### src/rtl/trade_logger.sv
// Trade event logger: detects distinct matches, timestamps them, queues them in a
// show-ahead FIFO drained by valid/ready, and keeps running trade statistics.
module trade_logger #(
    parameter int DEPTH = 16,
    parameter int TS_W  = 16
) (
    input  logic                     clk,
    input  logic                     reset,
    input  logic                     match_in,
    input  logic [7:0]               trade_price_in,
    input  logic                     out_ready,
    output logic                     out_valid,
    output logic [7:0]               out_price,
    output logic [TS_W-1:0]          out_ts,
    output logic [$clog2(DEPTH):0]   fifo_count,
    output logic [15:0]              trade_count,
    output logic [7:0]               drop_count,
    output logic [7:0]               last_price,
    output logic [7:0]               high_price,
    output logic [7:0]               low_price,
    output logic                     overflow
);
    localparam int AW = $clog2(DEPTH);

    logic [TS_W-1:0] ts_q, ts_d;
    logic            prev_match_q, prev_match_d;
    logic [7:0]      prev_price_q, prev_price_d;
    logic [AW-1:0]   rd_ptr_q, rd_ptr_d, wr_ptr_q, wr_ptr_d;
    logic [AW:0]     count_q, count_d;
    logic [15:0]     trade_count_q, trade_count_d;
    logic [7:0]      drop_count_q, drop_count_d;
    logic [7:0]      last_q, last_d, high_q, high_d, low_q, low_d;
    logic            overflow_q, overflow_d;

    logic [7:0]      mem_price_q [DEPTH];
    logic [TS_W-1:0] mem_ts_q    [DEPTH];

    logic evt, pop, full, push, drop;

    always_comb begin
        evt  = match_in && (!prev_match_q || (trade_price_in != prev_price_q));
        pop  = (count_q != '0) && out_ready;
        full = (count_q == (AW+1)'(DEPTH));
        push = evt && (!full || pop);
        drop = evt && !push;

        ts_d          = ts_q + TS_W'(1);
        prev_match_d  = match_in;
        prev_price_d  = match_in ? trade_price_in : prev_price_q;
        rd_ptr_d      = pop  ? rd_ptr_q + AW'(1) : rd_ptr_q;
        wr_ptr_d      = push ? wr_ptr_q + AW'(1) : wr_ptr_q;
        count_d       = count_q;
        if (push && !pop)
            count_d = count_q + (AW+1)'(1);
        else if (pop && !push)
            count_d = count_q - (AW+1)'(1);

        trade_count_d = (push && trade_count_q != 16'hFFFF) ? trade_count_q + 16'd1 : trade_count_q;
        drop_count_d  = (drop && drop_count_q != 8'hFF) ? drop_count_q + 8'd1 : drop_count_q;
        overflow_d    = overflow_q || drop;

        // Statistics track every event, including those lost to a full FIFO.
        last_d = evt ? trade_price_in : last_q;
        high_d = (evt && trade_price_in > high_q) ? trade_price_in : high_q;
        low_d  = (evt && trade_price_in < low_q)  ? trade_price_in : low_q;
    end

    always_ff @(posedge clk) begin
        if (reset) begin
            ts_q          <= '0;
            prev_match_q  <= 1'b0;
            prev_price_q  <= 8'h00;
            rd_ptr_q      <= '0;
            wr_ptr_q      <= '0;
            count_q       <= '0;
            trade_count_q <= 16'h0000;
            drop_count_q  <= 8'h00;
            last_q        <= 8'h00;
            high_q        <= 8'h00;
            low_q         <= 8'hFF;
            overflow_q    <= 1'b0;
        end else begin
            ts_q          <= ts_d;
            prev_match_q  <= prev_match_d;
            prev_price_q  <= prev_price_d;
            rd_ptr_q      <= rd_ptr_d;
            wr_ptr_q      <= wr_ptr_d;
            count_q       <= count_d;
            trade_count_q <= trade_count_d;
            drop_count_q  <= drop_count_d;
            last_q        <= last_d;
            high_q        <= high_d;
            low_q         <= low_d;
            overflow_q    <= overflow_d;
        end
    end

    // Storage needs no reset; pointers and count define which entries are live.
    always_ff @(posedge clk) begin
        if (push && !reset) begin
            mem_price_q[wr_ptr_q] <= trade_price_in;
            mem_ts_q[wr_ptr_q]    <= ts_q;
        end
    end

    assign out_valid   = (count_q != '0);
    assign out_price   = out_valid ? mem_price_q[rd_ptr_q] : 8'h00;
    assign out_ts      = out_valid ? mem_ts_q[rd_ptr_q] : '0;
    assign fifo_count  = count_q;
    assign trade_count = trade_count_q;
    assign drop_count  = drop_count_q;
    assign last_price  = last_q;
    assign high_price  = high_q;
    assign low_price   = low_q;
    assign overflow    = overflow_q;
endmodule
### config.mk
export PLATFORM = sky130hd
export DESIGN_NAME = trade_logger
export DESIGN_NICKNAME = d
export VERILOG_FILES = /design/src/rtl/trade_logger.sv
export SDC_FILE = /design/constraint.sdc
export NUM_CORES = 1
export LEC_CHECK = 0
export BUFFER_PORTS_ARGS = -buffer_cell sky130_fd_sc_hd__buf_2
export CAP_MARGIN = 25
export CORE_MARGIN = 10
export CORE_UTILIZATION = 55
export CTS_CLUSTER_SIZE = 20
export DETAILED_ROUTE_END_ITERATION = 10
export PLACE_DENSITY = 0.75
export SETUP_SLACK_MARGIN = 0.5
export SLEW_MARGIN = 20
export SYNTH_ARGS = -nofsm -noshare
export SYNTH_HDL_FRONTEND = slang
export SYNTH_SLANG_ARGS = --single-unit
### constraint.sdc
create_clock -name clk -period 3.4 [get_ports clk]
set_clock_uncertainty 0.2 [all_clocks]
set_input_delay 0.51 -clock clk [delete_from_list [all_inputs] [get_ports clk]]
set_output_delay 0.51 -clock clk [all_outputs]
set_load 0.005 [all_outputs]
==> results_dict.tcl, run 1 <==
set metrics [dict create \
    status "completed" \
    start_kind "register" \
    cp-endpoint "out_price[7]" \
    required_ns 2.69 \
    syn_inst 1094 \
    final_nets 1300 \
    dp_hpwl_mm 22.8 \
    drt_iter0_drc 922 \
    cap_violations 0 \
    cp.arrival_ns 2.63 \
    ioPinCount 91 \
    hold_violations 0 \
    grt-ovfl-total 0 \
    critPathKind "reg2out" \
    port_buffers 90 \
    critical_path_depth 6 \
    yosysWarnings 0 \
    antenna_found_initial 1 \
    path_buf_inv 3 \
    grt_pass1_vias 10700 \
    yosys_most_used_dff "edfxtp_1" \
    synth_cell_type_count 48 \
    fin_crit_sh_pct 98.2 \
    clk_path_buf_depth 3 \
    reg2reg_from "prev_price_q[3]" \
    dieArea_um2 42700 \
    antenna_cells 0 \
    root_buffer "clkbuf_16" \
    dr_total_vias 10700 \
    relSlewSlack_pct 38.7 \
    finalWeightedCongestion 0.782 \
    grt_pass1_wl_mm 64.2 \
    cts_tree "yes" \
    slowest_delay_ns 0.54 \
    async_flop_share_pct 0 \
    antenna_left 0 \
    switching_share_pct 25.1 \
    crit_chain "buf_4 -> buf_4 -> mux4_2 -> mux4_2 -> and2_1 -> buf_2" \
    worstMarginPinSlew_ns 0.919 \
    core_area_um2 34500 \
    wirelength_mm 43.8 \
    power.share.sequential_pct 43.1 \
    powerDensity_nw_per_um2 666 \
    syn_nets 1134 \
    final_cell_area_um2 22700 \
    ir_drop_uv 415 \
    numCtsBuffers 48 \
    setup_viol 0 \
    drtPass1Iterations 5 \
    die_w_um 207 \
    drv_slew 0 \
    syn_area_per_cell_um2 17.5 \
    row_count 68 \
    ys_seq_area_share_pct 69.7 \
    dpl_worst_slack_ns 0.130 \
    rsz0062_at_grt "yes" \
    fmax_mhz 299 \
    endpoint_kind "output port" \
    synth_edf_count 384 \
    clkSlewWorstSetupHoldPaths_ns 0.06 \
    post-route-min-period_ns 3.34 \
    clkLatencyLatePin_ns 0.55 \
    synth_top_area_share_pct 60.2 \
    switching_power_mw 3.78 \
    internal-power_mw 11.3 \
    viasPerCell 6.08 \
    ys_top_cells_by_count "384 x edfxtp_1, 120 x mux4_2, 91 x dfxtp_1" \
    htreeDepth 2 \
    power.share.clock_pct 33.8 \
    p_total_mw 15.1 \
    critPathMaxFanout 6 \
    final_util_pct 65.8 \
    netlist.top_cell.by_area "edfxtp_1" \
    cp_top_family "multiplexers" \
    dp_cells 1618 \
    fin_ws_ns 0.0595 \
    final_cells 1755 \
    r2r-end "mem_ts_q[3][10]" \
    clkSinkCount 475 \
    worst_hold_slack_ns 0.0712 \
    drcViolationCount 0 \
    r2r_setup_slack_ns 0.62 \
    cts_hold_buf 0 \
    crit_slowest_cell "mux4_2" \
    fin_setup_tns_ns 0 \
    synth.most_common_cell "edfxtp_1" \
    rr_worst_depth 7 \
    initial_core_util_pct 55.6 \
    p_leak_nw 7.70 \
    placed_area_um2 20400 \
    grt_max_degree 92 \
    synth_area_um2 19100 \
    syn2layout_area_growth_pct 18.4 \
    drive_gt1_share_pct 31.2 \
    wl_per_cell_um 24.9 \
    die_h_um 207 \
    combPwrFrac_pct 23.1 \
    worstHoldPathType "in2reg" \
    grt_use_total_pct 19.7 \
    ys_top_cells_by_area "edfxtp_1 60%, mux4_2 14%, dfxtp_1 9.5%" \
    ys_seq_elements 475 \
]
## sequential cells by signal, indices dropped and copies added (netlist names), named ones only
register / flops
mem_ts_q: 256
ts_q: 16
fifo_count: 5
high_price: 8
mem_price_q: 128
trade_count: 16
overflow: 1
last_price: 8
wr_ptr_q: 4
prev_price_q: 8
prev_match_q: 1
rd_ptr_q: 4
drop_count: 8
low_price: 8
## logic make-up after synthesis
kind of cell	after synthesis	synth area share, %
fa+ha+maj	28	1.87
flops	475	69.7
buf+inv	81	1.95
simple gates	246	6.72
compound gates	87	2.81
xor+xnor	28	1.28
mux	149	15.6
## how the worst min path moves through the flow
stage / cells after the start / from / endpoint / slack [ns]
after CTS: 3 / match_in / prev_match_q / 0.07
after global placement: 2 / last_price[0] / last_price[0] / 0.24
final: 3 / match_in / prev_match_q / 0.07
after floorplan: 2 / last_price[0] / last_price[0] / 0.25
after detailed placement: 2 / last_price[2] / last_price[2] / 0.25
after global routing: 3 / match_in / prev_match_q / 0.09
## per-layer routing
layer	vias up	wire length, um	track usage [%]	share of wire [%]
li1	4667	-	-	-
met4	0	833	5.03	1.9
met5	-	0	0	0
met3	63	3430	4.20	7.8
met1	5485	17700	27.3	40
met2	451	21800	31.6	50
## final cells by class
cell class | count | area, um^2
sequential | 475 | 13400
fill | 2355 | 11800
multi-input combinational | 549 | 5730
timing repair buffer | 161 | 1390
clock buffer | 75 | 1390
tap | 455 | 569
clock inverter | 15 | 143
inverter | 25 | 96.3
## cells in the final DEF (no fill, tap or decap), types with 17 or more instances in the layout
| cell | instances |
|---|---|
| buf_2 | 88 |
| clkbuf_16 | 54 |
| inv_1 | 24 |
| nand2_1 | 32 |
| a21oi_1 | 37 |
| edfxtp_1 | 384 |
| mux2i_1 | 27 |
| nand2b_1 | 22 |
| mux4_2 | 120 |
| clkbuf_1 | 17 |
| ha_1 | 25 |
| nor2_4 | 23 |
| nand3_1 | 23 |
| dfxtp_1 | 87 |
| buf_4 | 47 |
| and2_1 | 22 |
| nor2_1 | 63 |
## power by group through the flow
stage	Clock (mW)	Sequential, mW	Combinational (mW)
floorplan	0	6.56	2.09
global placement	0	6.63	2.92
detailed placement	0	6.64	2.95
CTS	5.14	6.51	3.32
global route	5.39	6.53	3.77
finish	5.10	6.52	3.49
## what timing repair did
action	4_1_cts	5_1_grt
endpoints found under the hold margin	0	0
gates cloned	9	9
setup endpoints to repair	185	256
gates resized for setup	16	12
buffers inserted	12	13
pin swaps	6	13
## tightest hold or removal path, delay by kind of cell
| family | cells | cell delay, ns |
|---|---|---|
| buf+inv | 2 | 0.17 |
| simple gates | 1 | 0.10 |
(Power assumes the default switching activity.)
==> inputs of run 2 (changes only) <==
--- a/config.mk
+++ b/config.mk
@@ -5,12 +5,14 @@
 export SDC_FILE = /design/constraint.sdc
 export NUM_CORES = 1
 export LEC_CHECK = 0
+export ABC_CLOCK_PERIOD_IN_PS = 3400
 export BUFFER_PORTS_ARGS = -buffer_cell sky130_fd_sc_hd__buf_2
 export CAP_MARGIN = 25
 export CORE_MARGIN = 10
 export CORE_UTILIZATION = 55
 export CTS_CLUSTER_SIZE = 20
 export DETAILED_ROUTE_END_ITERATION = 10
+export GPL_TIMING_DRIVEN = 0
 export PLACE_DENSITY = 0.75
 export SETUP_SLACK_MARGIN = 0.5
 export SLEW_MARGIN = 20
==> results_dict.tcl, run 2 (synthesized netlist as in run 1, its figures left out) <==
set metrics [dict create \
    rsz0062_at_grt "yes" \
    setup_viol 4 \
    drtPass1Iterations 5 \
    drcViolationCount 0 \
    hold_start "trade_price_in[5]" \
    wirelength_mm 46.9 \
    htreeDepth 2 \
    start_kind "register" \
    viasPerCell 6.16 \
    largestRegisters "mem_ts_q: 256 flops, mem_price_q: 128 flops" \
    die_h_um 207 \
    worstMarginPinSlew_ns 0.813 \
    critPathKind "reg2out" \
    cp-endpoint "out_price[7]" \
    cp_common_cell "mux4_2" \
    violations "negative setup slack" \
    drv_slew 0 \
    grt_use_total_pct 22.0 \
    antenna_left 0 \
    cp.arrival_ns 2.72 \
    slowest_delay_ns 0.55 \
    switching_share_pct 25.6 \
    crit_chain "buf_8 -> buf_12 -> buf_16 -> mux4_2 -> mux4_2 -> and2_4 -> buf_6" \
    final_util_pct 67.1 \
    grt_pass1_vias 10900 \
    power.share.clock_pct 32.5 \
    grt_pass1_wl_mm 69.3 \
    r2r-end "fifo_count[4]" \
    r2r_setup_slack_ns 0.41 \
    port_buffers 89 \
    fin_ws_ns -0.0255 \
    initial_core_util_pct 55.6 \
    hold_violations 0 \
    post-route-min-period_ns 3.43 \
    dp_hpwl_mm 26.7 \
    p_total_mw 15.4 \
    core_area_um2 34500 \
    final_cells 1782 \
    rr_worst_depth 15 \
    ir_drop_uv 424 \
    fill_cells 2217 \
    cap_violations 0 \
    relSlewSlack_pct 45.8 \
    status "finished with violations" \
    dpl_worst_slack_ns -0.519 \
    grt_max_degree 24 \
    powerDensity_nw_per_um2 664 \
    cts_tree "yes" \
    ioPinCount 91 \
    dr_total_vias 11000 \
    layout_common_cells "384 x edfxtp_1, 120 x mux4_2, 86 x dfxtp_1" \
    required_ns 2.69 \
    fin_crit_sh_pct 101 \
    final_common_cell "edfxtp_1" \
    drive_gt1_share_pct 33.2 \
    clk_path_buf_depth 3 \
    fmax_mhz 292 \
    regMostFlops "mem_ts_q" \
    finalWeightedCongestion 0.860 \
    clkSlewWorstSetupHoldPaths_ns 0.06 \
    endpoint_kind "output port" \
    die_w_um 207 \
    antenna_cells 0 \
    crit_slowest_cell "mux4_2" \
    switching_power_mw 3.94 \
    drt_iter0_drc 1189 \
    dp_cells 1650 \
    syn2layout_area_growth_pct 20.8 \
    worstHoldPathType "in2reg" \
    clkSinkCount 475 \
    grt-ovfl-total 0 \
    clkLatencyLatePin_ns 0.55 \
    root_buffer "clkbuf_16" \
    power.share.sequential_pct 42.1 \
    reg2reg_from "prev_price_q[3]" \
    internal-power_mw 11.4 \
    fin_setup_tns_ns -0.0608 \
    critPathMaxFanout 7 \
    row_count 68 \
    antenna_found_initial 0 \
    final_nets 1331 \
    largest_reg_flops 256 \
    dieArea_um2 42700 \
    p_leak_nw 7.89 \
    wl_per_cell_um 26.3 \
    combPwrFrac_pct 25.4 \
    numCtsBuffers 46 \
]
[run 2: changes by cell type in the layout (fill, tap and decap cells not counted), moves of 5 or more]
cell / before / now
buf_6: 2 / 27
clkbuf_1: 17 / 26
buf_2: 88 / 69
clkbuf_4: 0 / 5
buf_4: 47 / 36
and2_1: 22 / 8
clkinv_2: 8 / 13
buf_12: 10 / 19
and2_4: 4 / 18
[run 2: final cells by class]
type	count	area, um^2	share of cell area [%]
sequential	475	13400	57.7
multi-input combinational	542	5780	25.0
timing repair buffer	145	1380	5.95
clock buffer	58	1230	5.30
tap	455	569	2.46
buffer	56	484	2.09
clock inverter	26	249	1.08
inverter	25	98.8	0.427
[run 2: power groups by stage]
| stage | registers [mW] | clock network [mW] | logic (mW) |
|---|---|---|---|
| floorplan | 6.56 | 0 | 2.09 |
| global placement | 6.58 | 0 | 2.99 |
| detailed placement | 6.59 | 0 | 3.05 |
| CTS | 6.47 | 5.04 | 3.52 |
| global route | 6.48 | 5.28 | 4.16 |
| finish | 6.47 | 5.00 | 3.90 |
[run 2: per-stage QoR]
| stage | cell area [um^2] | hold slack, ns |
|---|---|---|
| final | 23100 | 0.158 |
| after global routing | 23100 | 0.154 |
| after CTS | 22800 | 0.153 |
| after detailed placement | 20600 | 0.245 |
| after global placement | 20300 | 0.240 |
| after floorplan | 19200 | 0.253 |
[run 2: critical path: cells and delay by family (launching register included)]
kind                   cells  cell delay (ns)
muxes                      2             1.03
buffers and inverters      4             0.59
DFF                        1             0.34
and+or+nand+nor            1             0.19
[run 2: routing by layer]
metal  global-route usage [%]  part of all wire, %
met1                     30.3                   39
met2                     35.9                   49
met3                     3.95                  9.0
met4                     5.60                  2.8
met5                        0                    0
[run 2: what timing repair did]
action,CTS,global route
pin swaps,16,9
gates cloned,5,4
hold buffers,0,0
gates resized for setup,102,44
buffers inserted,32,7
endpoints found under the setup margin,389,362
[run 2: worst min-delay path by stage]
stage	slack, ns	cells past startpoint	to
after floorplan	0.25	2	last_price[0]
after global placement	0.24	2	last_price[7]
after detailed placement	0.24	2	last_price[7]
after CTS	0.15	3	last_price[4]
after global routing	0.15	1	mem_price_q[14][5]
final	0.16	3	last_price[5]
